File: config.mk
export PLATFORM = sky130hd
export DESIGN_NAME = interrupt_ctrl
export DESIGN_NICKNAME = d
export VERILOG_FILES = /design/src/rtl/interrupt_ctrl.sv
export SDC_FILE = /design/constraint.sdc
export NUM_CORES = 1
export LEC_CHECK = 0
export BUFFER_PORTS_ARGS = -buffer_cell sky130_fd_sc_hd__buf_2
export CELL_PAD_IN_SITES_DETAIL_PLACEMENT = 1
export CELL_PAD_IN_SITES_GLOBAL_PLACEMENT = 2
export CORE_AREA = 2 2 79 100
export CTS_BUF_LIST = sky130_fd_sc_hd__clkbuf_2
export DETAILED_ROUTE_END_ITERATION = 6
export DIE_AREA = 0 0 81 102
export GPL_ROUTABILITY_DRIVEN = 0
export PLACE_DENSITY = 0.79
export SYNTH_ARGS = -nofsm -noshare
export SYNTH_HDL_FRONTEND = slang
export SYNTH_SLANG_ARGS = --single-unit
File: constraint.sdc
create_clock -name clk -period 1.65 [get_ports clk]
set_clock_uncertainty 0.05 [all_clocks]
set_input_delay 0.0825 -clock clk [delete_from_list [all_inputs] [get_ports clk]]
set_output_delay 0.0825 -clock clk [all_outputs]
set_load 0.02 [all_outputs]
File: src/rtl/interrupt_ctrl.sv
// Six-source interrupt controller: MASK/PENDING/STATUS/MODE registers, fixed-priority
// grant FSM with ack/eret handshake. Define INTERRUPT_CTRL_SYNC_EN for 2-flop input sync.
module interrupt_ctrl (
  input  logic        clk,
  input  logic        reset,
  input  logic [5:0]  irq_src,
  input  logic [1:0]  Addr,
  input  logic        WE,
  input  logic [31:0] Din,
  output logic [31:0] Dout,
  input  logic        ack,
  input  logic        eret,
  output logic [5:0]  HWInt,
  output logic [2:0]  irq_id
);

  localparam logic [1:0] IDLE = 2'b00;
  localparam logic [1:0] REQ  = 2'b01;
  localparam logic [1:0] SERV = 2'b10;

  logic [1:0] state_r, state_nxt_s;
  logic [2:0] irq_id_r, id_nxt_s;
  logic [5:0] hwint_r, hwint_nxt_s;
  logic [5:0] mask_r, mode_r, pend_r, hist_r;
  logic [5:0] samp_s, clr_s, rise_s, elig_s, pend_nxt_s;
  logic [7:0] elig_ext_s;
  logic       din_unused_s;

  function automatic logic [2:0] lowest_set(input logic [5:0] vec);
    logic [2:0] idx;
    idx = 3'd0;
    for (int i = 5; i >= 0; i--) begin
      idx = vec[i] ? 3'(i) : idx;
    end
    return idx;
  endfunction

`ifdef INTERRUPT_CTRL_SYNC_EN
  logic [5:0] sync1_r, sync2_r;

  // Two-flop synchroniser in front of the sampler
  always_ff @(posedge clk or negedge reset) begin
    if (!reset) begin
      sync1_r <= 6'b0;
      sync2_r <= 6'b0;
    end else begin
      sync1_r <= irq_src;
      sync2_r <= sync1_r;
    end
  end

  assign samp_s = sync2_r;
`else
  assign samp_s = irq_src;
`endif

  assign din_unused_s = ^Din[31:6];

  // In REQ, hwint_r is exactly the granted source's one-hot, so it doubles as the ack clear mask
  assign clr_s      = ((WE && (Addr == 2'd1)) ? Din[5:0] : 6'b0)
                    | (((state_r == REQ) && ack) ? hwint_r : 6'b0);
  assign rise_s     = samp_s & ~hist_r;
  assign pend_nxt_s = (mode_r & ((pend_r & ~clr_s) | rise_s)) | (~mode_r & samp_s);
  assign elig_s     = pend_r & mask_r;
  assign elig_ext_s = {2'b00, elig_s};

  // Grant FSM next state; ack beats withdraw, no preemption while in REQ
  always_comb begin
    state_nxt_s = state_r;
    id_nxt_s    = irq_id_r;
    case (state_r)
      IDLE: begin
        if (elig_s != 6'b0) begin
          state_nxt_s = REQ;
          id_nxt_s    = lowest_set(elig_s);
        end else begin
          state_nxt_s = IDLE;
        end
      end
      REQ: begin
        if (ack) begin
          state_nxt_s = SERV;
        end else if (!elig_ext_s[irq_id_r]) begin
          state_nxt_s = IDLE;
        end else begin
          state_nxt_s = REQ;
        end
      end
      SERV: begin
        if (eret) begin
          state_nxt_s = IDLE;
        end else begin
          state_nxt_s = SERV;
        end
      end
      default: state_nxt_s = IDLE;
    endcase
    hwint_nxt_s = (state_nxt_s == REQ) ? (6'b000001 << id_nxt_s) : 6'b0;
  end

  // Register read mux
  always_comb begin
    Dout = 32'b0;
    case (Addr)
      2'd0:    Dout = {26'b0, mask_r};
      2'd1:    Dout = {26'b0, pend_r};
      2'd2:    Dout = {26'b0, state_r, 1'b0, irq_id_r};
      2'd3:    Dout = {26'b0, mode_r};
      default: Dout = 32'b0;
    endcase
  end

  // Configuration registers
  always_ff @(posedge clk or negedge reset) begin
    if (!reset) begin
      mask_r <= 6'b0;
      mode_r <= 6'b0;
    end else begin
      if (WE && (Addr == 2'd0)) mask_r <= Din[5:0];
      if (WE && (Addr == 2'd3)) mode_r <= Din[5:0];
    end
  end

  // Pending bits, edge history and grant state
  always_ff @(posedge clk or negedge reset) begin
    if (!reset) begin
      pend_r   <= 6'b0;
      hist_r   <= 6'b0;
      state_r  <= IDLE;
      irq_id_r <= 3'd0;
      hwint_r  <= 6'b0;
    end else begin
      pend_r   <= pend_nxt_s;
      hist_r   <= samp_s;
      state_r  <= state_nxt_s;
      irq_id_r <= id_nxt_s;
      hwint_r  <= hwint_nxt_s;
    end
  end

  assign HWInt  = hwint_r;
  assign irq_id = irq_id_r;

endmodule

### Word-level counts from Yosys, hierarchy flattened

Cells that the tools add are included.

* eq/ne operators: 6
* shifts and indexed selects: 1
* bitwise gates (word level): 11
* order comparisons: 1
* muxes and demuxes: 19
* reduce and logical (&&, ||, !) cells: 7

Operators by type and width (number)
* $pmux W32 S4: 1
* $and A6 B6 Y6: 5
* $mux W3: 8
* $mux W6: 3
* $not A6 Y6: 3
* $or A6 B6 Y6: 3
* $eq A2 B1 Y1 const B: 3
* $eq A2 B2 Y1 const B: 3
* $pmux W2 S3: 1
* $reduce_bool A6 Y1: 1
* $shl A1 B3 Y6 const A: 1
* $logic_and A1 B1 Y1: 4
* $logic_not A2 Y1: 2
* $lt A3 B4 Y1 const B: 1
* $mux W2: 2
* $bmux W1 S3: 1
* $mux W1: 3

* bits of input ports: 45
* output and inout bits: 41
* logic and storage cells: 52
* register bits: 35

### Longest topological paths before layout

* depth after elaboration: 11
* depth in mapped cells: 5
* mapped depth without buffers: 5

### Worst setup path before layout

Ideal clock, no wire load.

* kind: reg2reg
* from: register irq_id_r[0], in the netlist irq_id[0]
* to: register hwint_r[1], in the netlist HWInt[1]
* stages on the path, launching flop included: 5
* required time: 1.522 ns
* period minus slack after synthesis: 1.678 ns
* data arrival time: 1.550 ns
* setup time: 0.078 ns
* path buffers: 0
* slack: -0.028 ns
* cells stage by stage: dfrtp_1 mux4_2 o2bb2ai_2 nand4_1 a21oi_1

* cells in the longest elaborated chain, start to end: 7
* elaborated cells on any way between the ends: 10
* classes of those cells: eq/ne (1); shift (1); mux (8)

Ends and longest elaborated chain
* from (decl): RTL line 22 `logic [2:0] irq_id_r, id_nxt_s;`
* from (signal assigned): RTL line 136 `irq_id_r <= id_nxt_s;`
* $bmux W1 S3: RTL line 83 `end else if (!elig_ext_s[irq_id_r]) begin`
* $mux W1 (not written as such): RTL line 83
* $mux W1: RTL line 83
* $mux W2: RTL line 81 `if (ack) begin`
* $pmux W2 S3: RTL line 71 `case (state_r)`
* $eq A2 B1 Y1: RTL line 98 `hwint_nxt_s = (state_nxt_s == REQ) ? (6'b000001 << id_nxt_s) : 6'b0;`
* $mux W6 (*): RTL line 98
* via hwint_nxt_s[1]: RTL line 23 `logic [5:0] hwint_r, hwint_nxt_s;`
* to (signal assigned): RTL line 137 `hwint_r <= hwint_nxt_s;`
* to (decl): RTL line 23

Mark *: on every way through the listed nets, which the timed path passes. The rest lies on a longest branch. The select of a mux whose other input is x is not followed.
A chain may end at the register's enable or synchronous reset.

### Final worst setup path

* from: register mask_r[1]
* to: register hwint_r[1], in the netlist HWInt[1]

* cells in the longest elaborated chain, start to end: 8
* elaborated cells on any way between the ends: 15
* classes of those cells: eq/ne (1); shift (1); mux (11); bitwise (1); reduce/logical (1)

Ends and longest elaborated chain
* from (decl): RTL line 24 `logic [5:0] mask_r, mode_r, pend_r, hist_r;`
* from (signal assigned): RTL line 119 `if (WE && (Addr == 2'd0)) mask_r <= Din[5:0];`
* $and A6 B6 Y6 (*): RTL line 64 `assign elig_s = pend_r & mask_r;`
* $bmux W1 S3: RTL line 83
* $mux W1 (not written as such): RTL line 83
* $mux W1: RTL line 83
* $mux W2: RTL line 81
* $pmux W2 S3: RTL line 71
* $eq A2 B1 Y1: RTL line 98
* $mux W6 (*): RTL line 98
* via hwint_nxt_s[1]: RTL line 23

Marked as above.

==> flow_summary.ini <==
[status]
status = finished, violations left
violations = setup timing

[die]
start_util_pct = 25.47
core_um2 = 7269
die_h_um = 102
rows = 35
die_w_um = 81
die_area_um2 = 8262
io_pins = 86

[final_layout]
final_cells = 331
nNetsFinal = 283
n_fill_cell = 842
insertedDiodeCount = 0
post-route-cell-area_um2 = 2590
syn_to_final_growth_pct = 39.86
drive_above_1_share_pct = 48.54

[setup_path]
start_kind = flip-flop
critPathMaxFanout = 3
end_kind = flip-flop
slowest_delay_ns = 0.48
path_class = flip-flop to flip-flop
path_cells = nand2_2 -> mux4_2 -> o2bb2ai_4 -> nand4_1 -> a21oi_2
crit_required_ns = 1.90
crit_arrival_ns = 1.96
ff2ff_setup_slack_ns = -0.06
cp_slowest_cell = mux4_2
critPathBufInv = 0
cpLargestDelayFamily = multiplexers

[clocking]
cts_buffer_depth = 2
clkLatencyLatePin_ns = 0.36
htree_levels = 2
cts.sinks = 35
cts_tree = built
clkSlewWorstSetupHoldPaths_ns = 0.17
cts-root-buf = clkbuf_2
cts_made_buffers = 5

[detailed_routing]
first_iter_violations = 65
wirelength_um = 5065
wl_per_cell_um = 15.30
drtAntennaViolNets = 0
first_pass_iters = 4
drcViolationCount = 0
vias = 1481
via_per_inst = 4.474

[pwr]
ir_drop_mv = 0.4592
p_per_area_nw_per_um2 = 1352
total_leakage_power_uw = 0.001187

[global_route]
grt_pass1_vias = 1538
grt_overflow = 0
grt_max_degree = 20
antenna_found_initial = 0
grt_pass1_wl_um = 8004
grt_use_total_pct = 12.80

[logic_synthesis]
yosys_warnings = 0
ys_ff_latch = 35
synth_compound_area_share_pct = 15.34
yosysSeqAreaShare_pct = 47.30
yosys.area_share.adder_pct = 0
muxShareOfSynthArea_pct = 15.14
synth-simple-area-share_pct = 10.41
synth_top_family_by_area = compound AO/OA/AOI/OAI gates
synth_area_um2 = 1852
synth_cell_types = 39
synth_cells = 153
syn_area_per_cell_um2 = 12.10
synth-xor-area-share_pct = 0

[sta]
timing.final.crit_share_pct = 103.7
post-route-min-period_ns = 1.712
timing.final.ws_setup_ns = -0.06174
rsz0062_at_grt = yes
final-setup-viol-count = 10
fmax_mhz = 584.2
maxSlewViolCount = 0
hold_viol = 0

[min_path]
hold_path.class = input pin to asynchronous set/reset pin

[placement]
io_buffers = 33
dp_cells = 296
dp_hpwl_um = 3695
dpl_cell_area_um2 = 2201

[run]
cap_viol_max_count = 0
==> routing by layer <==
layer / up-vias / track usage [%] / wire length [um]
li1: 683 / - / -
met1: 751 / 14.52 / 1960
met2: 43 / 24.60 / 2833
met3: 4 / 1.502 / 212
met4: 0 / 3.911 / 59
met5: - / 0 / 0
==> flip-flops by register name, indices dropped and copies added, names as in the netlist <==
name,flops
hist_r,6
mask_r,6
irq_id,3
HWInt,6
state_r,2
mode_r,6
pend_r,6
==> path summary, 6_finish.rpt <==
path                           start        end  cells after the start
setup / recovery           mask_r[1]   HWInt[1]                      5
max in group asynchronous      reset  pend_r[4]                      3
hold reg to reg            mask_r[4]  mask_r[4]                      1
min in group clk                  WE  mask_r[1]                      4
setup reg to reg           mask_r[1]   HWInt[1]                      5
hold / removal                 reset  mode_r[1]                      2
==> power by group <==
group	internal [uW]	switching [uW]
Sequential	1060	215
Combinational	929	910
Clock	116	273
==> Yosys cell counts <==
cell type   n  share of area, %
a211oi_4    1               1.1
o21ai_0     1              0.27
a22oi_2     1              0.68
a22oi_1     6               2.4
clkbuf_1    3              0.61
o41a_1      1              0.61
buf_4      26                11
mux2_1      1              0.61
inv_1       1              0.20
a32o_1      6               3.2
o21ai_1     2              0.54
nor3b_2     1              0.68
nor2_1      2              0.41
a21boi_1    1              0.41
or3_4       1              0.61
nand3b_1    1              0.41
a32o_2      1              0.61
mux2i_1     1              0.54
or2_1       1              0.34
mux4_2      6               7.3
nor2b_1     3               1.0
buf_2       1              0.27
a211o_1     1              0.47
nor2_2      1              0.34
and3b_1     2              0.95
nor3b_1     3               1.2
o21a_1      1              0.41
nand4_1     1              0.34
nand3_1     3              0.81
dfrtp_1    35                47
o21bai_1    1              0.41
a21oi_1     6               1.6
o22ai_1     1              0.34
mux2_2     11               6.7
a311oi_4    1               1.4
o2bb2ai_2   1              0.81
nor3_1      1              0.27
nand2_1    15               3.0
conb_1      1              0.20
==> area by class of cell <==
cell class / instances / area, um2 / share of cell area [%]
multi-input cells: 112 / 902.1 / 34.83
flip-flops and latches: 35 / 880.8 / 34.01
repair buffers: 83 / 648.1 / 25.02
well taps: 92 / 115.1 / 4.444
clock buffers: 7 / 35.03 / 1.353
clock inverters: 1 / 5.005 / 0.1932
inverters: 1 / 3.754 / 0.1449
==> kinds of logic after synthesis <==
group           Yosys count
compound gates           32
flops                    35
mux                      19
other cells               1
simple gates             35
buf+inv                  31
==> metrics by stage <==
step	util, %	setup slack [ns]	hold slack (ns)	power, uW	TNS, ns
final	35.63	-0.06174	0.1066	3500	-0.2825
after global placement	30.28	-0.07405	-0.01621	2679	-0.1444
after CTS	35.40	-0.07513	0.1008	3466	-0.3491
after global routing	35.63	-0.1575	0.1154	3718	-1.343
after detailed placement	30.28	-0.1091	-0.01181	2721	-0.2831
after floorplan	-	0.07464	-0.2631	2143	0
==> cells in the final DEF (no fill, tap or decap), types with 2 or more instances in the layout <==
cell | Yosys | routed
a21oi_2 | 0 | 6
a22oi_1 | 6 | 6
a32o_1 | 6 | 6
and3b_1 | 2 | 2
buf_2 | 1 | 28
buf_4 | 26 | 27
buf_6 | 0 | 12
clkbuf_2 | 0 | 7
conb_1 | 1 | 26
dfrtp_1 | 35 | 31
dfrtp_2 | 0 | 4
dlygate4sd3_1 | 0 | 15
mux2_2 | 11 | 11
mux4_2 | 6 | 6
nand2_1 | 15 | 10
nand2_2 | 0 | 5
nand3_1 | 3 | 3
nor2_1 | 2 | 2
nor2b_1 | 3 | 3
nor3b_1 | 3 | 3
o21ai_1 | 2 | 2
==> worst reg2reg max path: stages, from the launching register on <==
cell and delay [ns]:
dfrtp_1 0.42, nand2_2 0.09, mux4_2 0.48, o2bb2ai_4 0.16
nand4_1 0.22, a21oi_2 0.23
==> timing repair <==
action,CTS,global route
gates cloned,0,0
pin swaps,8,3
setup endpoints to repair,17,16
endpoints found under the hold margin,61,0
hold buffers,15,0
buffers inserted,11,1
resized for setup,29,3
(Power assumes the default switching activity.)
